File: config.mk
export PLATFORM = sky130hd
export DESIGN_NAME = oled_spi_arbiter
export DESIGN_NICKNAME = d
export VERILOG_FILES = /design/src/rtl/oled_pkg.sv /design/src/rtl/sync_ff.sv /design/src/rtl/oled_spi_arbiter.sv
export SDC_FILE = /design/constraint.sdc
export NUM_CORES = 1
export LEC_CHECK = 0
export CAP_MARGIN = 20
export CORE_UTILIZATION = 47
export CTS_BUF_LIST = sky130_fd_sc_hd__clkbuf_16
export CTS_CLUSTER_SIZE = 10
export DETAILED_ROUTE_END_ITERATION = 12
export PLACE_DENSITY = 0.68
export SLEW_MARGIN = 40
export SYNTH_ARGS = -nofsm -noshare
export SYNTH_HDL_FRONTEND = slang
export SYNTH_SLANG_ARGS = --single-unit
export TNS_END_PERCENT = 5
File: constraint.sdc
create_clock -name clk -period 5.8 [get_ports clk]
set_input_delay 1.16 -clock clk [delete_from_list [all_inputs] [get_ports clk]]
set_output_delay 1.16 -clock clk [all_outputs]
set_load 0.05 [all_outputs]
File: src/rtl/oled_pkg.sv
`default_nettype none
// +--------------------------------------------------------------------------+
// | oled_pkg : shared types and helpers for the OLED SPI arbiter              |
// | Rev 1.0                                                                   |
// +--------------------------------------------------------------------------+
package oled_pkg;

   typedef enum logic [1:0] {
      IDLE    = 2'd0,
      GRANT   = 2'd1,
      BUSY    = 2'd2,
      RELEASE = 2'd3
   } arb_state_t;

   localparam int OLED_SPI_BYTE_W = 8;

   function automatic longint ms_to_cycles(input longint clk_freq, input longint ms);
      return (clk_freq * ms) / 1000;
   endfunction

endpackage
`default_nettype wire

File: src/rtl/sync_ff.sv
`default_nettype none
// +--------------------------------------------------------------------------+
// | sync_ff : W-bit multi-stage synchroniser with reset value                 |
// | Rev 1.0                                                                   |
// +--------------------------------------------------------------------------+
module sync_ff #(
   parameter int           W       = 1,
   parameter int           STAGES  = 2,
   parameter logic [W-1:0] RST_VAL = '0
) (
   input  logic         clk,
   input  logic         reset,
   input  logic [W-1:0] d,
   output logic [W-1:0] q
);

   logic [STAGES-1:0][W-1:0] stage_q;
   logic [STAGES-1:0][W-1:0] stage_d;

   always_comb begin
      stage_d = {stage_q[STAGES-2:0], d};
   end

   always_ff @(posedge clk) begin
      if (reset) begin
         stage_q <= {STAGES{RST_VAL}};
      end else begin
         stage_q <= stage_d;
      end
   end

   assign q = stage_q[STAGES-1];

endmodule
`default_nettype wire

File: src/rtl/oled_spi_arbiter.sv
`default_nettype none
// +--------------------------------------------------------------------------+
// | oled_spi_arbiter : frame-boundary SPI bus arbiter with byte decode        |
// | Rev 1.0                                                                   |
// +--------------------------------------------------------------------------+
module oled_spi_arbiter
   import oled_pkg::*;
#(
   parameter int                 CLK_FREQ    = 12_000_000,
   parameter int                 NUM_SRC     = 2,
   parameter logic [NUM_SRC-1:0] ASYNC_MASK  = 2'b10,
   parameter int                 SYNC_STAGES = 2,
   parameter int                 GUARD_CYC   = 4,
   parameter int                 ROUND_ROBIN = 0,
   parameter logic               SCLK_IDLE   = 1'b1,
   parameter int                 CNT_W       = 16,
   parameter int                 ACT_MS      = 50
) (
   input  logic                       clk,
   input  logic                       reset,
   input  logic [NUM_SRC-1:0]         src_req,
   input  logic [NUM_SRC-1:0]         src_sclk,
   input  logic [NUM_SRC-1:0]         src_sdin,
   input  logic [NUM_SRC-1:0]         src_cs_n,
   input  logic [NUM_SRC-1:0]         src_d_cn,
   output logic [NUM_SRC-1:0]         src_grant,
   output logic                       oled_sclk,
   output logic                       oled_sdin,
   output logic                       oled_cs,
   output logic                       oled_d_cn,
   output logic                       byte_stb,
   output logic [OLED_SPI_BYTE_W-1:0] byte_data,
   output logic                       byte_is_data,
   output logic [CNT_W-1:0]           byte_cnt,
   output logic                       frame_err,
   output logic                       act_led
);

   localparam int             OW         = (NUM_SRC > 1) ? $clog2(NUM_SRC) : 1;
   localparam int             GW         = $clog2(GUARD_CYC + 2);
   localparam logic [GW-1:0]  GUARD_MAX  = GW'(GUARD_CYC);
   localparam longint         ACT_CYC    = ms_to_cycles(CLK_FREQ, ACT_MS);
   localparam int             ACT_W      = (ACT_CYC < 2) ? 1 : $clog2(ACT_CYC + 1);
   localparam logic [ACT_W-1:0] ACT_RELOAD = ACT_W'(ACT_CYC);
   localparam int             BW         = OLED_SPI_BYTE_W;

   // Source-side view after optional synchronisation
   logic [NUM_SRC-1:0] req_s, sclk_s, sdin_s, cs_n_s, d_cn_s;

   for (genvar i = 0; i < NUM_SRC; i++) begin : g_src
      if (ASYNC_MASK[i]) begin : g_async
         logic [4:0] raw;
         logic [4:0] synced;
         assign raw = {src_req[i], src_sclk[i], src_sdin[i], src_cs_n[i], src_d_cn[i]};
         sync_ff #(
            .W       (5),
            .STAGES  (SYNC_STAGES),
            .RST_VAL ({1'b0, SCLK_IDLE, 1'b0, 1'b1, 1'b0})
         ) u_sync (
            .clk   (clk),
            .reset (reset),
            .d     (raw),
            .q     (synced)
         );
         assign {req_s[i], sclk_s[i], sdin_s[i], cs_n_s[i], d_cn_s[i]} = synced;
      end else begin : g_direct
         assign req_s[i]  = src_req[i];
         assign sclk_s[i] = src_sclk[i];
         assign sdin_s[i] = src_sdin[i];
         assign cs_n_s[i] = src_cs_n[i];
         assign d_cn_s[i] = src_d_cn[i];
      end
   end

   arb_state_t           state_q, state_d;
   logic [OW-1:0]        owner_q, owner_d;
   logic [GW-1:0]        guard_q, guard_d;
   logic [NUM_SRC-1:0]   grant_q, grant_d;
   logic                 sclk_q, sclk_d, sdin_q, sdin_d, cs_q, cs_d, d_cn_q, d_cn_d;
   logic                 sclk_prev_q, sclk_prev_d, cs_prev_q, cs_prev_d;
   logic [2:0]           bit_cnt_q, bit_cnt_d;
   logic [BW-1:0]        shift_q, shift_d, data_q, data_d;
   logic                 stb_q, stb_d, is_data_q, is_data_d, err_q, err_d;
   logic [CNT_W-1:0]     cnt_q, cnt_d;
   logic [ACT_W-1:0]     act_q, act_d;

   logic                 win_found;
   logic [OW-1:0]        win_idx, cand;
   int                   sum;
   logic [NUM_SRC-1:0]   own_mask;
   logic                 own_req, own_cs_n, others, leave, following;
   logic                 sclk_rise, cs_rise;

   assign own_mask  = NUM_SRC'(1) << owner_q;
   assign own_req   = req_s[owner_q];
   assign own_cs_n  = cs_n_s[owner_q];
   assign others    = |(req_s & ~own_mask);
   assign leave     = !own_req || ((ROUND_ROBIN != 0) && others);
   assign following = (state_q == GRANT) || (state_q == BUSY);

   // Round robin scans from the slot after the last owner; fixed priority takes lowest index
   always_comb begin
      win_found = 1'b0;
      win_idx   = '0;
      cand      = '0;
      sum       = 0;
      for (int k = 1; k <= NUM_SRC; k++) begin
         if (ROUND_ROBIN != 0) begin
            sum = int'(owner_q) + k;
            if (sum >= NUM_SRC) sum = sum - NUM_SRC;
         end else begin
            sum = k - 1;
         end
         cand = OW'(sum);
         if (!win_found && req_s[cand]) begin
            win_found = 1'b1;
            win_idx   = cand;
         end
      end
   end

   always_comb begin
      state_d = state_q;
      owner_d = owner_q;
      guard_d = guard_q;
      case (state_q)
         IDLE: begin
            guard_d = '0;
            if (win_found) begin
               owner_d = win_idx;
               state_d = GRANT;
            end
         end
         GRANT: begin
            guard_d = '0;
            state_d = BUSY;
         end
         BUSY: begin
            if (!own_cs_n)                guard_d = '0;
            else if (guard_q != GUARD_MAX) guard_d = guard_q + 1'b1;
            // An owner mid-frame keeps the bus until cs_n has been idle for the full guard
            if (leave && own_cs_n && (guard_q == GUARD_MAX)) state_d = RELEASE;
         end
         RELEASE: state_d = IDLE;
         default: state_d = IDLE;
      endcase
      grant_d = ((state_d == GRANT) || (state_d == BUSY)) ? (NUM_SRC'(1) << owner_d) : '0;
   end

   always_comb begin
      sclk_d = SCLK_IDLE;
      sdin_d = 1'b0;
      cs_d   = 1'b1;
      d_cn_d = 1'b0;
      if (following) begin
         sclk_d = sclk_s[owner_q];
         sdin_d = sdin_s[owner_q];
         cs_d   = cs_n_s[owner_q];
         d_cn_d = d_cn_s[owner_q];
      end
   end

   // Byte decode runs on the registered bus so it sees exactly what the panel sees
   assign sclk_rise = sclk_q && !sclk_prev_q && !cs_q;
   assign cs_rise   = cs_q && !cs_prev_q;

   always_comb begin
      sclk_prev_d = sclk_q;
      cs_prev_d   = cs_q;
      bit_cnt_d   = bit_cnt_q;
      shift_d     = shift_q;
      data_d      = data_q;
      is_data_d   = is_data_q;
      cnt_d       = cnt_q;
      err_d       = err_q;
      stb_d       = 1'b0;
      if (cs_rise) begin
         if (bit_cnt_q != 3'd0) err_d = 1'b1;
         bit_cnt_d = 3'd0;
      end else if (sclk_rise) begin
         shift_d = {shift_q[BW-2:0], sdin_q};
         if (bit_cnt_q == 3'd7) begin
            stb_d     = 1'b1;
            data_d    = {shift_q[BW-2:0], sdin_q};
            is_data_d = d_cn_q;
            cnt_d     = cnt_q + 1'b1;
            bit_cnt_d = 3'd0;
         end else begin
            bit_cnt_d = bit_cnt_q + 3'd1;
         end
      end
      act_d = stb_d ? ACT_RELOAD : ((act_q != '0) ? act_q - 1'b1 : act_q);
   end

   always_ff @(posedge clk) begin
      if (reset) begin
         state_q     <= IDLE;
         owner_q     <= OW'(NUM_SRC - 1);
         guard_q     <= '0;
         grant_q     <= '0;
         sclk_q      <= SCLK_IDLE;
         sdin_q      <= 1'b0;
         cs_q        <= 1'b1;
         d_cn_q      <= 1'b0;
         sclk_prev_q <= SCLK_IDLE;
         cs_prev_q   <= 1'b1;
         bit_cnt_q   <= 3'd0;
         shift_q     <= '0;
         data_q      <= '0;
         is_data_q   <= 1'b0;
         stb_q       <= 1'b0;
         cnt_q       <= '0;
         err_q       <= 1'b0;
         act_q       <= '0;
      end else begin
         state_q     <= state_d;
         owner_q     <= owner_d;
         guard_q     <= guard_d;
         grant_q     <= grant_d;
         sclk_q      <= sclk_d;
         sdin_q      <= sdin_d;
         cs_q        <= cs_d;
         d_cn_q      <= d_cn_d;
         sclk_prev_q <= sclk_prev_d;
         cs_prev_q   <= cs_prev_d;
         bit_cnt_q   <= bit_cnt_d;
         shift_q     <= shift_d;
         data_q      <= data_d;
         is_data_q   <= is_data_d;
         stb_q       <= stb_d;
         cnt_q       <= cnt_d;
         err_q       <= err_d;
         act_q       <= act_d;
      end
   end

   assign src_grant    = grant_q;
   assign oled_sclk    = sclk_q;
   assign oled_sdin    = sdin_q;
   assign oled_cs      = cs_q;
   assign oled_d_cn    = d_cn_q;
   assign byte_stb     = stb_q;
   assign byte_data    = data_q;
   assign byte_is_data = is_data_q;
   assign byte_cnt     = cnt_q;
   assign frame_err    = err_q;
   assign act_led      = (act_q != '0);

endmodule
`default_nettype wire

==> results.yml <==
drt:
  drtIter0Drc: 64
  antenna_violating_nets_post_route: 0
  first_drt_pass_iteration_count: 4
  vias_per_cell: 5.105
  route.detailed.wl_per_inst_um: 12.52
  dr_total_vias: 2670
  drcViolationCount: 0
  route.final.wire_length_um: 6548
synthesis:
  avgSynthCellArea_um2: 8.863
  netlist-cell-type-count: 47
  synthesis.nets: 406
  synth-async-reset-ratio_pct: 0
  ys_ff_latch: 81
  yosys.area_share.simple_pct: 24.39
  syn-cell-area_um2: 3386
  synth_fa_ha_area_share_pct: 4.435
  yosys-mux-area-fraction_pct: 1.515
  synth_cells: 382
  postSynth.topFlopCell: "sky130_fd_sc_hd__dfxtp_1"
  yosysWarningCount: 0
  count_of_flip_flops_with_a_built_in_enable_after_synthesis: 0
  synth_compound_area_share_pct: 10.90
  yosys.area_share.xor_xnor_pct: 6.984
  synth_top_family_by_area: "simple AND/OR/NAND/NOR gates"
  synth_sequential_area_ratio_pct: 47.89
min_path:
  worstHoldPathType: "reg2reg"
layout:
  most-common-layout-cells: "sky130_fd_sc_hd__dfxtp_1, sky130_fd_sc_hd__nand2_1, sky130_fd_sc_hd__a21oi_1"
  final_core_util_pct: 61.40
  synth_to_final_area_change_pct: 24.58
  antenna_cells_inserted: 0
  layout-drive-gt1-share_pct: 7.963
  final_nets: 446
  mostFrequentLayoutCell: "sky130_fd_sc_hd__dfxtp_1"
critical_path:
  critPathTopFamily: "simple AND/OR/NAND/NOR gates"
  endpoint_kind: "primary output"
  worst-path-buf-inv: 2
  worst_path_largest_cell_delay_ps: 700
  critical-path-slowest-cell: "sky130_fd_sc_hd__clkdlybuf4s50_1"
  arr_time_crit_path_ps: 2560
  critical_path_required_ps: 4640
  critical_path_class: "reg2out"
  crit_path_cell_trace: "nor4_1 > and4_4 > and2_4 > inv_1 > clkdlybuf4s50_1"
  critical_path.startpoint_type: "flop"
  crit_fanout: 14
cts:
  cts.clk_slew.worst_paths_ps: 60
  clock_tree.root_cell: "sky130_fd_sc_hd__clkbuf_16"
  cts_setup_buffers: 0
  h-tree-depth: 3
  cts_hold_repair.buffers: 0
  total_cts_buffers: 9
  cts-root-to-sink-buffers: 2
  clk_latency_ps: 330
  tritoncts: "done"
  cts-resized-gates: 0
  clock_sinks: 81
floorplanning:
  die_height_um: 86.88
  core_um2: 6869
  fp.dieW_um: 86.88
  initial_core_util_pct: 49.29
  placement_rows: 30
  io_pins: 46
  floorplan.die_area_um2: 7547
timing:
  maxSlewViolCount: 0
  worst_slew_pin_slew_ps: 691.1
  fin_skew_ps: 9.391
  timing.setup.tns_ps: 0
  post-route-min-period_ps: 3715
  max_freq_mhz: 269.1
  final-hold-violation-count: 0
  relSlewSlack_pct: 53.81
  report.final.setup_viol: 0
  final_cycle_utilization_of_the_critical_path_pct: 64.06
  fin_worst_hold_slack_ps: 405.6
  grt_setup_unrepaired: "false"
placed_design:
  routability_driven_placement_congestion_ratio: 0.7954
  numPortBuffers: 45
  dp_hpwl_um: 4239
global_routing:
  grt_start_max_net_pins: 64
  grt_use_total_pct: 18.85
  first_pass_grt_wire_length_um: 11170
  grt_pass1_vias: 2459
  grt_antenna_before_repair: 0
  grt_overflow_total: 0
power:
  static-leakage-power_nw: 1.502
  cellPowerDensity_nw_per_um2: 470.7
  worst_ir_drop_vdd_v: 0.0003484
job:
  drv.max_cap_violation_count: 0
run_status:
  outcome: "finished clean"
-- worst paths after layout --
path	start	end	slack (ps)	cells after the start
min	g_src[1].g_async.u_sync.stage_d[6]	g_src[1].g_async.u_sync.q[1]	410	1
max reg2reg	bit_cnt_q[0]	byte_cnt[15]	3510	8
max	act_q[13]	act_led	2080	5
min reg2reg	g_src[1].g_async.u_sync.stage_d[6]	g_src[1].g_async.u_sync.q[1]	410	1
-- sequential cells by signal (all words and copies together), names as in the netlist, 2 cells and up --
register and cells:
byte_data 8, guard_q 3, byte_cnt 16, shift_q 7, bit_cnt_q 3, src_grant 2, g_src.g_async.u_sync.q 5, state_q 2
g_src.g_async.u_sync.stage_d 5, act_q 20
-- through the flow --
| stage | area [µm²] | power (mW) | setup slack [ps] | instances |
|---|---|---|---|---|
| 3_5_place_dp | 3892 | 1.385 | 2454 | 507 |
| 2_1_floorplan | 3386 | 1.268 | 3213 | 382 |
| 3_3_place_gp | 3890 | 1.371 | 2520 | 507 |
| 5_1_grt | 4218 | 2.116 | 1957 | 523 |
| 4_1_cts | 4212 | 1.996 | 2090 | 523 |
| 6_report | 4218 | 1.985 | 2085 | 523 |
-- layer usage --
metal | up-vias | part of all wire, % | GRT usage, %
met5 | - | 0 | 0
met4 | 0 | 1.4 | 6.970
met3 | 7 | 3.5 | 4.834
met2 | 48 | 46 | 30.28
met1 | 1230 | 49 | 24.45
li1 | 1385 | - | -
-- worst reg2reg max path: stages (launching register included) --
cell	delay [ps]
sky130_fd_sc_hd__dfxtp_1	380
sky130_fd_sc_hd__ha_1	180
sky130_fd_sc_hd__ha_1	190
sky130_fd_sc_hd__nor4bb_2	210
sky130_fd_sc_hd__buf_4	260
sky130_fd_sc_hd__nand4_1	370
sky130_fd_sc_hd__nor4_1	360
sky130_fd_sc_hd__xnor2_1	160
sky130_fd_sc_hd__nor2_1	50
-- layout make-up --
class,instances,area [µm²]
inverter,15,56.30
fill,640,2651
multi-input combinational,269,1645
tap,96,120.1
sequential,81,1622
timing repair buffer,46,455.4
clock buffer,9,225.2
clock inverter,7,93.84
-- cells in the mapped netlist, drive strengths merged, types with 6 or more instances --
cell type / number / area (µm²)
a21oi: 45 / 225.2
clkbuf: 12 / 45.04
dfxtp: 81 / 1622
ha: 12 / 150.1
inv: 15 / 56.30
nand2: 50 / 187.7
nand3: 9 / 45.04
nor2: 33 / 123.9
nor2b: 7 / 43.79
nor3: 16 / 91.34
nor4: 6 / 52.55
o21ai: 6 / 30.03
or2: 8 / 50.05
or3: 6 / 37.54
xnor2: 22 / 192.7
-- kinds of logic after synthesis --
kind of cell	count (synthesis)
buffers and inverters	32
AND/OR/NAND/NOR	160
AO/OA/AOI/OAI	65
adder cells (fa/ha/maj)	12
flip-flops	81
XOR/XNOR	27
multiplexers	5
-- where the power goes --
group          switching [mW]  total [mW]  internal, mW
Clock                   0.220       0.597         0.377
Combinational           0.368       0.662         0.294
Sequential             0.0909       0.727         0.636
Total                   0.679        1.99          1.31
(Power assumes the default switching activity.)
